File: config.mk
export PLATFORM = sky130hd
export DESIGN_NAME = maze_packet_rx
export DESIGN_NICKNAME = d
export VERILOG_FILES = /design/src/rtl/maze_rx_pkg.sv /design/src/rtl/maze_packet_rx_sync_edge.sv /design/src/rtl/maze_packet_rx.sv
export SDC_FILE = /design/constraint.sdc
export NUM_CORES = 1
export LEC_CHECK = 0
export ABC_AREA = 1
export CAP_MARGIN = 10
export CORE_MARGIN = 2
export CORE_UTILIZATION = 58
export CTS_CLUSTER_DIAMETER = 100
export CTS_CLUSTER_SIZE = 12
export DETAILED_ROUTE_END_ITERATION = 7
export HOLD_SLACK_MARGIN = 0.1
export PLACE_DENSITY = 0.82
export SYNTH_ARGS = -nofsm -noshare
export SYNTH_HDL_FRONTEND = slang
export SYNTH_HIERARCHICAL = 1
export SYNTH_SLANG_ARGS = --single-unit
File: constraint.sdc
create_clock -name CLOCK -period 2.1 [get_ports CLOCK]
set_input_delay 0.42 -clock CLOCK [delete_from_list [all_inputs] [get_ports CLOCK]]
set_output_delay 0.42 -clock CLOCK [all_outputs]
set_load 0.005 [all_outputs]
File: src/rtl/maze_rx_pkg.sv
// Shared types and constants for the maze packet receiver.
// Build with MAZE_RX_PARITY_EN defined for 9-bit frames with even parity.
package maze_rx_pkg;

  typedef enum logic [1:0] {
    S_IDLE,
    S_SHIFT,
    S_WAIT_END,
    S_CHECK
  } rx_state_e;

  localparam int X_HI  = 7;
  localparam int X_LO  = 6;
  localparam int Y_HI  = 5;
  localparam int Y_LO  = 3;
  localparam int ST_HI = 2;
  localparam int ST_LO = 0;

  typedef enum logic [2:0] {
    ST_UNVISITED    = 3'd0,
    ST_VISITED      = 3'd1,
    ST_WALL         = 3'd2,
    ST_TREASURE_7K  = 3'd3,
    ST_TREASURE_12K = 3'd4,
    ST_TREASURE_17K = 3'd5,
    ST_CURRENT      = 3'd6,
    ST_RESERVED     = 3'd7
  } cell_state_e;

`ifdef MAZE_RX_PARITY_EN
  localparam int FRAME_BITS = 9;
`else
  localparam int FRAME_BITS = 8;
`endif

  // Row in range and cell state not the reserved code.
  function automatic logic pkt_legal(
    input logic [7:0] p,
    input logic [2:0] ymax
  );
    return (p[Y_HI:Y_LO] <= ymax) &&
           (p[ST_HI:ST_LO] != ST_RESERVED);
  endfunction

  // Error counter increment that sticks at all-ones.
  function automatic logic [7:0] sat_inc8(
    input logic [7:0] v
  );
    return (v == 8'hFF) ? v : v + 8'd1;
  endfunction

endpackage

File: src/rtl/maze_packet_rx_sync_edge.sv
// Multi-stage input synchroniser with a delay register
// for rising/falling edge detection on the synchronised level.
module sync_edge #(
  parameter int SYNC_STAGES = 2
) (
  input  logic clk_i,
  input  logic rst_ni,
  input  logic d_i,
  output logic lvl_o,
  output logic rise_o,
  output logic fall_o
);

  logic [SYNC_STAGES-1:0] sync_q;
  logic                   dly_q;

  // Synchroniser chain and one-cycle delayed copy.
  always_ff @(posedge clk_i or negedge rst_ni) begin
    if (!rst_ni) begin
      sync_q <= '0;
      dly_q  <= 1'b0;
    end else begin
      sync_q <= {sync_q[SYNC_STAGES-2:0], d_i};
      dly_q  <= sync_q[SYNC_STAGES-1];
    end
  end

  assign lvl_o  = sync_q[SYNC_STAGES-1];
  assign rise_o = sync_q[SYNC_STAGES-1] & ~dly_q;
  assign fall_o = ~sync_q[SYNC_STAGES-1] & dly_q;

endmodule

File: src/rtl/maze_packet_rx.sv
// Bit-serial maze-update receiver: sync, framing, range check, error count.
// Optional even-parity 9th bit when MAZE_RX_PARITY_EN is defined.
module maze_packet_rx
  import maze_rx_pkg::*;
#(
  parameter int SYNC_STAGES    = 2,
  parameter int TIMEOUT_CYCLES = 25000,
  parameter int Y_MAX          = 4
) (
  input  logic       CLOCK,
  input  logic       RESET_N,
  input  logic       SER_CLK,
  input  logic       SER_DATA,
  input  logic       SER_EN,
  output logic [7:0] PACKET_OUT,
  output logic       PACKET_VALID,
  output logic       FRAME_ERR,
  output logic [7:0] ERR_COUNT
);

  localparam int TW = $clog2(TIMEOUT_CYCLES + 1);
  localparam int FW = $clog2(SYNC_STAGES + 2);
  localparam logic [2:0]    YMAX3    = Y_MAX[2:0];
  localparam logic [TW-1:0] TMO_LAST = TW'(TIMEOUT_CYCLES - 1);
  localparam logic [FW-1:0] FILL_END = FW'(SYNC_STAGES + 1);
  localparam logic [3:0]    LAST_BIT = 4'(FRAME_BITS);

  logic sclk_lvl, sclk_rise, sclk_fall;
  logic sdat_lvl, sdat_rise, sdat_fall;
  logic sen_lvl,  sen_rise,  sen_fall;

  sync_edge #(.SYNC_STAGES(SYNC_STAGES)) u_sync_clk (
    .clk_i  (CLOCK),
    .rst_ni (RESET_N),
    .d_i    (SER_CLK),
    .lvl_o  (sclk_lvl),
    .rise_o (sclk_rise),
    .fall_o (sclk_fall)
  );

  sync_edge #(.SYNC_STAGES(SYNC_STAGES)) u_sync_dat (
    .clk_i  (CLOCK),
    .rst_ni (RESET_N),
    .d_i    (SER_DATA),
    .lvl_o  (sdat_lvl),
    .rise_o (sdat_rise),
    .fall_o (sdat_fall)
  );

  sync_edge #(.SYNC_STAGES(SYNC_STAGES)) u_sync_en (
    .clk_i  (CLOCK),
    .rst_ni (RESET_N),
    .d_i    (SER_EN),
    .lvl_o  (sen_lvl),
    .rise_o (sen_rise),
    .fall_o (sen_fall)
  );

  rx_state_e             state_q;
  logic [FRAME_BITS-1:0] sr_q;
  logic [3:0]            cnt_q;
  logic [TW-1:0]         tmo_q;
  logic [7:0]            pkt_q;
  logic                  valid_q;
  logic                  ferr_q;
  logic [7:0]            errc_q;
  logic [FW-1:0]         fill_q;
  logic                  armed_q;

  logic [FRAME_BITS-1:0] sr_d;
  logic [3:0]            cnt_d;
  logic                  last_bit_w;
  logic                  tmo_hit_w;
  logic [7:0]            data_w;
  logic                  frame_ok_w;

  // Next shift-register / bit-count values and frame validity.
  always_comb begin
    sr_d       = {sr_q[FRAME_BITS-2:0], sdat_lvl};
    cnt_d      = cnt_q + 4'd1;
    last_bit_w = (cnt_d == LAST_BIT);
    tmo_hit_w  = (tmo_q == TMO_LAST);
`ifdef MAZE_RX_PARITY_EN
    data_w     = sr_q[8:1];
    frame_ok_w = pkt_legal(data_w, YMAX3) && !(^sr_q);
`else
    data_w     = sr_q;
    frame_ok_w = pkt_legal(data_w, YMAX3);
`endif
  end

  // Arm frame start only after SER_EN is seen low with a filled synchroniser.
  always_ff @(posedge CLOCK or negedge RESET_N) begin
    if (!RESET_N) begin
      fill_q  <= '0;
      armed_q <= 1'b0;
    end else begin
      if (fill_q != FILL_END)
        fill_q <= fill_q + FW'(1);
      else if (!sen_lvl)
        armed_q <= 1'b1;
    end
  end

  // Frame FSM with registered outputs.
  always_ff @(posedge CLOCK or negedge RESET_N) begin
    if (!RESET_N) begin
      state_q <= S_IDLE;
      sr_q    <= '0;
      cnt_q   <= '0;
      tmo_q   <= '0;
      pkt_q   <= '0;
      valid_q <= 1'b0;
      ferr_q  <= 1'b0;
      errc_q  <= '0;
    end else begin
      valid_q <= 1'b0;
      ferr_q  <= 1'b0;
      unique case (state_q)
        S_IDLE: begin
          if (sen_rise && armed_q) begin
            sr_q    <= '0;
            cnt_q   <= '0;
            tmo_q   <= '0;
            state_q <= S_SHIFT;
          end
        end
        S_SHIFT: begin
          if (sclk_rise) begin
            sr_q  <= sr_d;
            cnt_q <= cnt_d;
            tmo_q <= '0;
            if (last_bit_w) begin
              state_q <= sen_fall ? S_CHECK : S_WAIT_END;
            end else if (sen_fall) begin
              ferr_q  <= 1'b1;
              errc_q  <= sat_inc8(errc_q);
              state_q <= S_IDLE;
            end
          end else if (sen_fall || tmo_hit_w) begin
            ferr_q  <= 1'b1;
            errc_q  <= sat_inc8(errc_q);
            state_q <= S_IDLE;
          end else begin
            tmo_q <= tmo_q + TW'(1);
          end
        end
        S_WAIT_END: begin
          if (sclk_rise || (!sen_fall && tmo_hit_w)) begin
            ferr_q  <= 1'b1;
            errc_q  <= sat_inc8(errc_q);
            state_q <= S_IDLE;
          end else if (sen_fall) begin
            state_q <= S_CHECK;
          end else begin
            tmo_q <= tmo_q + TW'(1);
          end
        end
        S_CHECK: begin
          if (frame_ok_w) begin
            pkt_q   <= data_w;
            valid_q <= 1'b1;
          end else begin
            ferr_q  <= 1'b1;
            errc_q  <= sat_inc8(errc_q);
          end
          state_q <= S_IDLE;
        end
        default: state_q <= S_IDLE;
      endcase
    end
  end

  assign PACKET_OUT   = pkt_q;
  assign PACKET_VALID = valid_q;
  assign FRAME_ERR    = ferr_q;
  assign ERR_COUNT    = errc_q;

endmodule

* After elaboration in Yosys (flattened, before gate mapping) *
Index checks and enable logic that the tools add are counted.
W data, S select, Z words.

operators by class
  add/sub/neg operators = 4
  order comparisons = 1
  equal/unequal tests = 20
  multiplexer cells = 38
  bitwise gates (word level) = 7
  reduce and logical (&&, ||, !) cells = 16

operators with widths
  kind                     number
  $mux W15                 5
  $mux W8                  9
  $pmux W15 S3             1
  $pmux W8 S3              1
  $ne A3 B3 Y1 const B     6
  $pmux W8 S2              1
  $add A15 B1 Y15 const B  1
  $eq A15 B15 Y1 const B   1
  $mux W2                  7
  $ne A2 B2 Y1 const B     7
  $mux W1                  9
  $add A8 B1 Y8 const B    1
  $eq A8 B8 Y1 const B     1
  $mux W4                  2
  $pmux W2 S4              1
  $pmux W4 S2              1
  $reduce_and A6 Y1        1
  $reduce_bool A3 Y1       2
  $reduce_and A5 Y1        1
  $add A4 B1 Y4 const B    1
  $eq A2 B2 Y1 const B     2
  $eq A4 B4 Y1 const B     1
  $ne A4 B4 Y1 const B     1
  $not A1 Y1               4
  13 further kinds         19

word-level totals
  flip-flop bits (word level) = 58
  input bits = 5
  output and inout bits = 18
  logic and storage cells = 101

* Logic depth before layout (Yosys ltp) *
Gate-level depths: netlist of the first run.

  depth in word-level cells = 7
  depth in mapped cells = 12
  depth with buffers taken out = 11

* By module *
Netlist of the first run, hierarchy kept.

modules (own cells, without submodules)
  module          instances  cells an instance  area each (sq um)  seq. area each (sq um)
  maze_packet_rx  1          349                2832.7             1251.2
  sync_edge       3          7                  90.1               75.1

* Worst setup path after synthesis of the first run *
OpenSTA, ideal clock, no wires.

  path type = register to register
  from = register state_q[0]
  to = register tmo_q[11]
  setup time = 118 ps
  arrival time = 1542 ps
  data required time = 1982 ps
  setup slack = 440 ps
  cell stages (with the launch flop) = 12
  path buffers = 2
  period minus slack after synthesis = 1660 ps
  path through = dfrtp_1 inv_1 ha_1 buf_4 inv_1 o21ai_0 nand2_4 nand2_4 nor2_8 buf_8 nand3b_1 nand2_1

on the way
  cells in the longest elaborated chain, start to end = 3
  elaborated cells on any way between the ends = 10
  classes of those cells = 6 x eq/ne; 1 x mux; 3 x reduce/logical

ends and longest elaborated chain
  what                                                  line                   text
  start: declaration                                    maze_packet_rx.sv:59   rx_state_e state_q;
  start signal: assignment                              maze_packet_rx.sv:134  state_q <= sen_fall ? S_CHECK : S_WAIT_END;
  $eq A2 B1 Y1, or another cell as far along            maze_packet_rx.sv:119  unique case (state_q)
  $ne A3 B3 Y1 (no line), or another cell as far along  --
  $reduce_and A5 Y1 (no line)                           --
  end signal: assignment                                maze_packet_rx.sv:145  tmo_q <= tmo_q + TW'(1);
  end signal: assignment                                maze_packet_rx.sv:156  tmo_q <= tmo_q + TW'(1);
  end: declaration                                      maze_packet_rx.sv:62   logic [TW-1:0] tmo_q;

Several ways; a longest one is shown, not always the timed one.
A chain may end at the register's enable or synchronous reset.

* Worst setup path after layout of the first run *
  from = register state_q[1]
  to = register tmo_q[0]

Same word-level chain as after synthesis.

==> qor.txt, run 1 <==
Worst-case clock buffer depth: 2
Initial DRC Count: 198
Synth Instances: 363
Sink Count: 58
Pwr dens: 965 nW/um^2
Synthesized area: 3060 sq um
Met3 Track Usage GR: 5.45%
Overall fraction of global-route tracks in use: 22.9%
Htree depth: 3
Area Growth Syn to Fin: 18.0%
First-pass GRT wire length: 10700 microns
Final worst slack: 0.208 ns
Yosys warnings: 6
Worst EP required: 2.31 ns
Die Span Y: 76.6 microns
Die width: 76.6 microns
Syn nets: 376
# setup viols final: 0
Static Leak: 1.68 nW
Period utilization: 90.1%
Worst slew pin tran: 0.461 ns
Clock Pin Slew Worst Setup and Hold Paths: 0.06 ns
# DRC: 0
Later-pin clock latency in the skew report: 0.33 ns
Largest net degree at the start of global routing: 39
IO Pins: 23
Avg Cell Area, Syn: 8.42 sq um
Setup crit end kind: flop
DRT Wirelength: 6170 microns
DR vias/cell: 5.35
Row Count: 26
Fin crit period: 1.89 ns
Nature of the critical path startpoint: flop
M1 GR Usage: 31.4%
Antenna violations before repair: 0
Die area: 5860 sq um
Final hold viol count: 0
Outcome: finished, final reports clean
Post-Route Skew: 0.00659 ns
Layout cells sized above 1: 13.6%
NumNets Final: 413
Met2 Track Usage GR: 35.6%
Number of I/O port buffers: 22
DR pass1 iterations: 5
DP Worst Slack: -0.125 ns
Crit Path Category: reg2reg
CTS Root Cell: clkbuf_8
Core Area: 5110 sq um
Grt peak-use layer: met2
TritonCTS clock tree: yes
Num CTS Buffers: 9
Slew HR: 69.2%
Final core occ: 70.6%
RSZ-0062 raised after global routing: false
Worst path arrival time: 2.10 ns
Fillcell total: 410
Final Non-Filler Cells: 474
Crit Path Max Fanout: 14
Vias: 2537
Fin. max-slew vios: 0
Max Fclk: 529 MHz
GR Overflow Total: 0
TNS Setup: 0 ns
Maximum vdd drop: 0.618 mV
Initial core utilization: 59.8%
Hpwl dp: 4340 microns
Max-cap viol count: 0
Antenna Nets Post-Route: 0
Placed insts: 455
Placer Congestion: 0.944
Vias in the first global route: 2363
WL/cell: 13.0 microns
Hold Path Class: reg2reg
Antenna diodes: 0
==> cell usage in the layout (no fill, tap or decap), drive strengths merged, types with 3 or more instances in the layout <==
cell type / instances
clkinv: 6
dfrtp: 58
nand4: 9
xor2: 7
buf: 10
nor2: 28
o22ai: 6
nand3b: 3
xnor2: 6
clkdlybuf4s50: 21
ha: 8
clkbuf: 9
a21oi: 6
inv: 38
nand2: 108
o21ai: 29
nand3: 41
==> path summary, 6_finish.rpt <==
| check | from | to | slack (ns) | cells past startpoint |
|---|---|---|---|---|
| min in group asynchronous | RESET_N | fill_q[0] | 0.59 | 3 |
| min | u_sync_dat/sync_q[0] | u_sync_dat/sync_q[1] | 0.35 | 0 |
| min reg2reg | u_sync_dat/sync_q[0] | u_sync_dat/sync_q[1] | 0.35 | 0 |
| max reg2reg | state_q[1] | tmo_q[0] | 0.21 | 9 |
| max | state_q[1] | tmo_q[0] | 0.21 | 9 |
| max in group asynchronous | RESET_N | ERR_COUNT[1] | 1.10 | 3 |
==> layout make-up <==
type | instances | area (sq um) | area share (%)
Tap cell | 70 | 87.6 | 2.43
Clock inverter | 6 | 82.6 | 2.29
Clock buffer | 9 | 124 | 3.44
Sequential cell | 58 | 1450 | 40.2
Inverter | 41 | 155 | 4.30
Multi-Input combinational cell | 258 | 1410 | 39.2
Timing Repair Buffer | 32 | 293 | 8.12
==> routing by layer <==
| layer | routed length (microns) | vias to the layer above | part of all wire (%) |
|---|---|---|---|
| met5 | 0 | - | 0 |
| met4 | 113 | 0 | 1.8 |
| met1 | 2860 | 1199 | 46 |
| met3 | 323 | 10 | 5.2 |
| li1 | - | 1255 | - |
| met2 | 2870 | 73 | 47 |
==> power by group <==
part / internal (mW) / total, mW / leakage [nW] / switching (mW)
sequential: 1.24 / 1.35 / 0.766 / 0.108
combinational: 0.372 / 1.05 / 0.812 / 0.679
clock: 0.654 / 1.08 / 0.105 / 0.425
==> sequential cells by signal, indices dropped and copies added, names as in the netlist, 2 cells and up <==
signal,flops
tmo_q,15
ERR_COUNT,8
PACKET_OUT,8
data_w,8
cnt_q,4
fill_q,2
state_q,2
u_sync_clk/sync_q,2
u_sync_dat/sync_q,2
u_sync_en/sync_q,2
==> critical path: stages, from the launching register on <==
cell,delay [ns]
dfrtp_1,0.40
inv_1,0.10
ha_1,0.23
inv_2,0.08
nor2_1,0.22
inv_1,0.12
o21ai_0,0.16
nand2_4,0.10
nand3_2,0.24
o21ai_0,0.12
==> through the flow <==
stage               hold WS, ns  instance area (sq um)  total power [mW]
finish                    0.350                   3610              3.48
global route              0.360                   3610              3.69
CTS                       0.350                   3580              3.45
detailed placement        0.339                   3360              2.34
global placement          0.332                   3360              2.30
floorplan                 0.124                   3060              2.06
==> timing repair <==
action                                  CTS  global route
gates resized for setup                   1             0
buffers inserted                          0             3
endpoints found under the setup margin    9             7
hold buffers                              1             0
hold endpoints to repair                 20             0
gates cloned                              0             0
pin swaps                                 0             1
(Power assumes the default switching activity.)
==> run 2: changes to the inputs <==
Settings changed: CAP_MARGIN 10 to 40, SKIP_LAST_GASP set to 1.
==> results of run 2 <==
The final DEF is identical to that of run 1; final timing and power are the same.
==> run 3: changes to the inputs <==
Settings changed: SKIP_CTS_REPAIR_TIMING set to 1.
==> run 3 against run 2 <==
Effect of this change:
- cell count is 0.21% higher
- non-clock buffer count is 1 higher
- clock skew is 0.00086 ns higher
- first-iteration DRC count is 2.0% lower
- via count is 0.47% higher
- largest power group unchanged
==> qor.txt, run 3 (synthesis gave the netlist of run 1 again) <==
Antenna Nets Post-Route: 0
Most common cell after layout, fill and taps aside: nand2_1
Worst path arrival time: 2.11 ns
Antenna diodes: 0
Hpwl dp: 4340 microns
Htree depth: 3
GR Overflow Total: 0
Largest net degree at the start of global routing: 39
CP Cell Sequence: inv_1, ha_1, inv_2, nor2_1, inv_1, o21ai_0, nand2_4, nand3_2, o21ai_0
RSZ-0062 raised after global routing: false
Fillcell total: 408
Num CTS Buffers: 9
Hold Path Class: reg2reg
DR vias/cell: 5.37
Final worst slack: 0.200 ns
Vias in the first global route: 2350
Final hold viol count: 0
Max-cap viol count: 0
Initial core utilization: 59.8%
Fin crit period: 1.90 ns
Commonest cells after routing, fill and taps aside: nand2_1, dfrtp_1, nand3_1
Overall fraction of global-route tracks in use: 22.8%
Post-Route Skew: 0.00745 ns
Area Growth Syn to Fin: 18.3%
Largest Register: tmo_q
Period utilization: 90.5%
Crit Path Category: reg2reg
DP Worst Slack: -0.125 ns
Largest register FFs: 15
Design area: 3610 sq um
Clock power share: 30.8%
Setup crit end kind: flop
Met2 Track Usage GR: 35.2%
Outcome: finished, final reports clean
P_sw: 1.21 mW
CTS Root Cell: clkbuf_8
Grt peak-use layer: met2
Row Count: 26
Slew HR: 68.6%
Core Area: 5110 sq um
Sw Ratio: 34.7%
Die Span Y: 76.6 microns
Max Fclk: 526 MHz
Antenna violations before repair: 0
Footprint of the multi-input gates: 1410 sq um
M1 GR Usage: 31.7%
Worst-case clock buffer depth: 2
Part of the power in registers: 38.6%
Sink Count: 58
Clock Pin Slew Worst Setup and Hold Paths: 0.06 ns
# setup viols final: 0
Die width: 76.6 microns
Initial DRC Count: 194
Placer Congestion: 0.944
CP Buf/Inv Count: 3
Die area: 5860 sq um
CP max-delay cell: dfrtp_1
Number of I/O port buffers: 22
Critical Path Max Stage Delay: 0.40 ns
# DRC: 0
Static Leak: 1.69 nW
Fin. max-slew vios: 0
DR pass1 iterations: 5
NumNets Final: 414
Crit Path Max Fanout: 14
DRT Wirelength: 6200 microns
Nature of the critical path startpoint: flop
Worst EP required: 2.31 ns
Met3 Track Usage GR: 4.98%
First-pass GRT wire length: 10700 microns
Placed cell area: 3360 sq um
TritonCTS clock tree: yes
Layout cells sized above 1: 13.8%
Vias: 2549
Pwr dens: 966 nW/um^2
Pint: 2.28 mW
WL/cell: 13.1 microns
CP delay by family, top: simple AND/OR/NAND/NOR gates
Comb power frac: 30.6%
IO Pins: 23
Register Area: 1450 sq um
Worst slew pin tran: 0.471 ns
Maximum vdd drop: 0.617 mV
Later-pin clock latency in the skew report: 0.33 ns
[run 3: cell count changes in the layout (fill, tap and decap cells not counted)]
cell	change
buf_4	+1
[run 3: cell type report]
cell class	count	area share (%)
Sequential cell	58	40.2
Inverter	41	4.29
Multi-Input combinational cell	258	39.1
Timing Repair Buffer	33	8.31
Tap cell	70	2.42
Clock buffer	9	3.43
Clock inverter	6	2.29
[run 3: power by group through the flow]
stage	sequential, mW	combinational [mW]	clock, mW
final	1.35	1.07	1.07
after CTS	1.35	0.980	1.11
after global routing	1.37	1.18	1.16
after global placement	1.36	0.940	0
after detailed placement	1.37	0.976	0
after floorplan	1.35	0.716	0
[run 3: worst paths after layout]
path / startpoint / end / slack, ns / cells after the start
setup reg to reg: state_q[1] / tmo_q[0] / 0.20 / 9
hold reg to reg: u_sync_dat/sync_q[0] / u_sync_dat/sync_q[1] / 0.35 / 0
hold / removal: u_sync_dat/sync_q[0] / u_sync_dat/sync_q[1] / 0.35 / 0
min in group asynchronous: RESET_N / fill_q[0] / 0.60 / 3
max in group asynchronous: RESET_N / ERR_COUNT[1] / 1.09 / 3
setup / recovery: state_q[1] / tmo_q[0] / 0.20 / 9
[run 3: layer usage]
metal	share of wire, %	up-vias
li1	-	1255
met1	46	1202
met2	46	81
met3	6.0	11
met4	1.6	0
met5	0	-
[run 3: stage by stage]
step / setup TNS, ns / cells / hold slack (ns) / utilization [%] / power (mW)
global route: 0 / 475 / 0.360 / 70.7 / 3.71
finish: 0 / 475 / 0.350 / 70.7 / 3.49
floorplan: 0 / 363 / 0.124 / - / 2.06
CTS: -0.700 / 470 / 0.0563 / 69.8 / 3.44
detailed placement: -0.571 / 455 / 0.339 / 65.8 / 2.34
global placement: -0.0233 / 455 / 0.332 / 65.8 / 2.30
==> edit 1, RTL diff (settings of run 3) <==
The package constant `Y_LO` goes from 3 to 2.
--- a/src/rtl/maze_rx_pkg.sv
+++ b/src/rtl/maze_rx_pkg.sv
@@ -14,3 +14,3 @@
   localparam int Y_HI  = 5;
-  localparam int Y_LO  = 3;
+  localparam int Y_LO  = 2;
   localparam int ST_HI = 2;
Formal check against the unedited RTL: no difference found for any inputs over 10 cycles, from zero or initial values and one cycle with RESET_N low; that may be too few to reach the edited logic, so the function may still have changed.
==> edit 1 against run 3 <==
Cell count up 8.8%. Via count increased by 9.1%. Sequential cell count unchanged. Largest power group unchanged. Sequential share of layout area decreased by 1.8 points. Power down 2.8%. Maximum frequency up 3.5%. Synthesized cell count grew 12%. Non-clock buffer count decreased by 1. Synthesized area up 5.1%. Final area rose by 4.6%. Routed wire length increased by 12%. Worst setup slack better by 0.064 ns.
==> edit 1: results (changes against run 3) <==
Critical Path End ERR_COUNT[5]; metal2 WL 3.51 mm (+22%); first-pass GRT wire length 12.2 mm (+14%); Via Count 2780 (+9.1%); Multi-In Gates 290 (+12%); share of cells above drive strength 1 13.7% (-0.12 points); # clk buffers 11 (+2); Sw Share 35.3% (+0.61 points); Post-DP HPWL 4.92 mm (+14%); WL met3 285 µm (-23%); Seq area share 38.4% (-1.8 points); clock skew 0.00884 ns (+0.00138 ns); largest net degree at the start of global routing 24 (-38%); vias in the first global route 2706 (+15%); Slowest-stage cell, CP dfrtp_1; Crit Reg-Reg Startpoint tmo_q[0]; Clock-cell share 5.36% (-0.35 points); syn_nets 421 (+12%); GR Util All Layers 25.6% (+2.8 points); invs w/o clock 50 (+22%); FF-to-FF path depth 12 (+3); Worst path max stage delay 0.44 ns (+0.04 ns); Yosys warnings 6 (unchanged); wire per inst 13.4 µm (+2.7%); Repair and plain buffers 32 (-3.0%); HP Class flip-flop to flip-flop; Fill cells 448 (+9.8%); Inst Count DP 501 (+10%); met1 WL 2.98 mm (+4.1%); LEAKAGE 1.80 nW (+6.8%); met3 usage 5.40% (+0.43 points); Rel. slew slack 63.5% (-5.1 points); Highest Signal Layer met4; Clk Latency, worst-skew pair 0.35 ns (+0.02 ns); FF-to-FF End ERR_COUNT[5]; WP data arrival 2.07 ns (-0.04 ns); GR met2 Demand/Resource 43.3% (+8.1 points); met1 GRT Util 32.0% (+0.34 points); CTS clk-pin slew, worst paths 0.06 ns (about the same); Max FO, Critical Path 9 (-5); gp weighted congestion 0.947 (+0.25%); # diodes 0 (unchanged); DP Area 0.00357 mm² (+6.2%); DR pass1 iterations 4 (-1); Post-Layout Cell Count 517 (+8.8%); Area Overhead vs Synth 17.8%; dpl ws 0.311 ns (+0.437 ns); Final #Nets 456 (+10%); drt initial violations 163 (-16%); Mapped Cells 406 (+12%); clk buf depth 2 (unchanged); fraction of area in multi-input gates 40.1% (+1.0 points); peak supply drop 0.658 mV (+6.6%); non-clk buf share 8.74% (+0.43 points); startpoint types flip-flop; cts bufs inserted 9 (unchanged); Crit. Startpoint tmo_q[0]; status finished clean; final setup margin 0.264 ns (+0.0636 ns); tapcell count 72 (+2.9%)
-- edit 1: worst min path at each step --
stage / from / end / slack, ns / depth (start not counted)
finish: u_sync_dat/sync_q[0] / u_sync_dat/sync_q[1] / 0.35 / 0
global route: u_sync_dat/sync_q[0] / u_sync_dat/sync_q[1] / 0.37 / 0
CTS: RESET_N / fill_q[0] / -0.001 / 1
detailed placement: u_sync_dat/sync_q[0] / u_sync_dat/sync_q[1] / 0.34 / 0
global placement: u_sync_dat/sync_q[0] / u_sync_dat/sync_q[1] / 0.33 / 0
floorplan: RESET_N / ERR_COUNT[0] / 0.12 / 0
-- edit 1: power groups by stage --
stage	sequential, mW	combinational, mW	clock (mW)
3_3_place_gp	1.34	0.960	0
6_report	1.34	1.00	1.05
2_1_floorplan	1.33	0.663	0
4_1_cts	1.34	0.995	1.08
5_1_grt	1.35	1.12	1.12
3_5_place_dp	1.36	0.986	0
==> edit 2, RTL diff (settings of run 3) <==
Without the edit above. Reset style: synchronous (`RESET_N` and `rst_ni`), changed in 3 clocked blocks.
--- a/src/rtl/maze_packet_rx_sync_edge.sv
+++ b/src/rtl/maze_packet_rx_sync_edge.sv
@@ -17,3 +17,3 @@
   // Synchroniser chain and one-cycle delayed copy.
-  always_ff @(posedge clk_i or negedge rst_ni) begin
+  always_ff @(posedge clk_i) begin
     if (!rst_ni) begin
--- a/src/rtl/maze_packet_rx.sv
+++ b/src/rtl/maze_packet_rx.sv
@@ -92,3 +92,3 @@
   // Arm frame start only after SER_EN is seen low with a filled synchroniser.
-  always_ff @(posedge CLOCK or negedge RESET_N) begin
+  always_ff @(posedge CLOCK) begin
     if (!RESET_N) begin
@@ -105,3 +105,3 @@
   // Frame FSM with registered outputs.
-  always_ff @(posedge CLOCK or negedge RESET_N) begin
+  always_ff @(posedge CLOCK) begin
     if (!RESET_N) begin
Behaviour: differs if RESET_N is asserted again (counterexample within 10 cycles, from zero or initial values and one cycle with RESET_N low); with RESET_N held inactive, the same outputs for 10 cycles.
==> edit 2 against run 3 <==
Synthesized area increased by 0.25%. Routed wire length increased by 7.8%. Worst setup slack improved by 0.011 ns. Sequential cell count unchanged. Clock skew increased by 0.0063 ns. Count of clock-buffer cells in the layout increased by 3. Power about the same. Clock power increased by 8%. First-iteration DRC count decreased by 15%. Via count increased by 15%. Sequential share of layout area decreased by 8.2 points. Final area increased by 0.52%. Critical path type unchanged. Highest routed layer unchanged.
==> edit 2: results (changes against run 3) <==
status finished clean; drt initial violations 165 (-15%); vias in the first global route 2697 (+15%); clock skew 0.0138 ns (+0.00635 ns); DR pass1 iterations 5 (unchanged); GR met2 Demand/Resource 39.8% (+4.6 points); met1 WL 2.98 mm (+4.2%); metal2 WL 3.23 mm (+13%); cts bufs inserted 9 (unchanged); Sw Share 34.5% (-0.19 points); Inst Count DP 537 (+18%); WL met3 360 µm (-3.2%); syn_nets 460 (+22%); LEAKAGE 1.51 nW (-11%); wire per inst 12.1 µm (-7.6%); clock network fraction of total power 33.2% (+2.4 points); drt total wl 6.69 mm (+7.8%); peak supply drop 0.516 mV (-16%); Final #Nets 493 (+19%); largest net degree at the start of global routing 24 (-38%); Fill cells 443 (+8.6%); Max FO, Critical Path 5 (-9); vias per cell 5.29 (-1.4%); Post-DP HPWL 4.79 mm (+11%); gp weighted congestion 0.901 (-4.5%); dpl ws 0.193 ns (+0.318 ns); GR Util All Layers 23.9% (+1.1 points); first-pass GRT wire length 11.4 mm (+7.0%); Yosys warnings 6 (unchanged); Worst Max-Slew Pin Slew 0.439 ns (-0.0318 ns); Mapped Cells 446 (+23%); met1 GRT Util 29.1% (-2.5 points); max reg flops 15 (unchanged); met3 usage 6.24% (+1.3 points); share of cells above drive strength 1 13.8% (+0.016 points)
==> edit 2: changes by cell type in the layout (fill, tap and decap cells not counted), moves of 9 or more <==
cell,delta
dfxtp_1,+57
o21ai_0,-9
nor2_1,+43
dfrtp_1,-58
a21oi_1,+28
nand2_1,+13
==> edit 2: cell type report <==
| cell class | count | share of cell area, % |
|---|---|---|
| Timing Repair Buffer | 32 | 8.47 |
| Tap cell | 70 | 2.41 |
| Multi-Input combinational cell | 325 | 45.3 |
| Inverter | 53 | 5.51 |
| Clock inverter | 4 | 2.03 |
| Clock buffer | 12 | 4.27 |
| Sequential cell | 58 | 32.0 |
==> edit 2: final timing paths <==
| path | slack, ns | to | cells past startpoint | from |
|---|---|---|---|---|
| hold / removal | 0.42 | u_sync_en/sync_q[1] | 2 | u_sync_en/sync_q[0] |
| setup / recovery | 0.21 | tmo_q[1] | 11 | state_q[1] |
| setup reg to reg | 0.21 | tmo_q[1] | 11 | state_q[1] |
| hold reg to reg | 0.42 | u_sync_en/sync_q[1] | 2 | u_sync_en/sync_q[0] |
==> edit 2: critical path: stages, from the launching register on <==
cell and delay [ns]:
dfxtp_1 0.38, inv_1 0.10, ha_1 0.22, inv_1 0.14
a21oi_1 0.10, nor2_1 0.13, inv_1 0.08, a21oi_4 0.24
buf_4 0.17, nand3_1 0.08, nand2_1 0.09, nor2_1 0.05
==> edit 2: metrics by stage <==
stage / power [mW] / area (µm²) / setup TNS [ns] / util [%]
finish: 3.49 / 3630 / 0 / 71.1
floorplan: 2.08 / 3060 / 0 / -
global route: 3.72 / 3630 / -0.00677 / 71.1
global placement: 2.28 / 3380 / 0 / 66.2
detailed placement: 2.30 / 3380 / 0 / 66.2
CTS: 3.46 / 3610 / 0 / 70.7
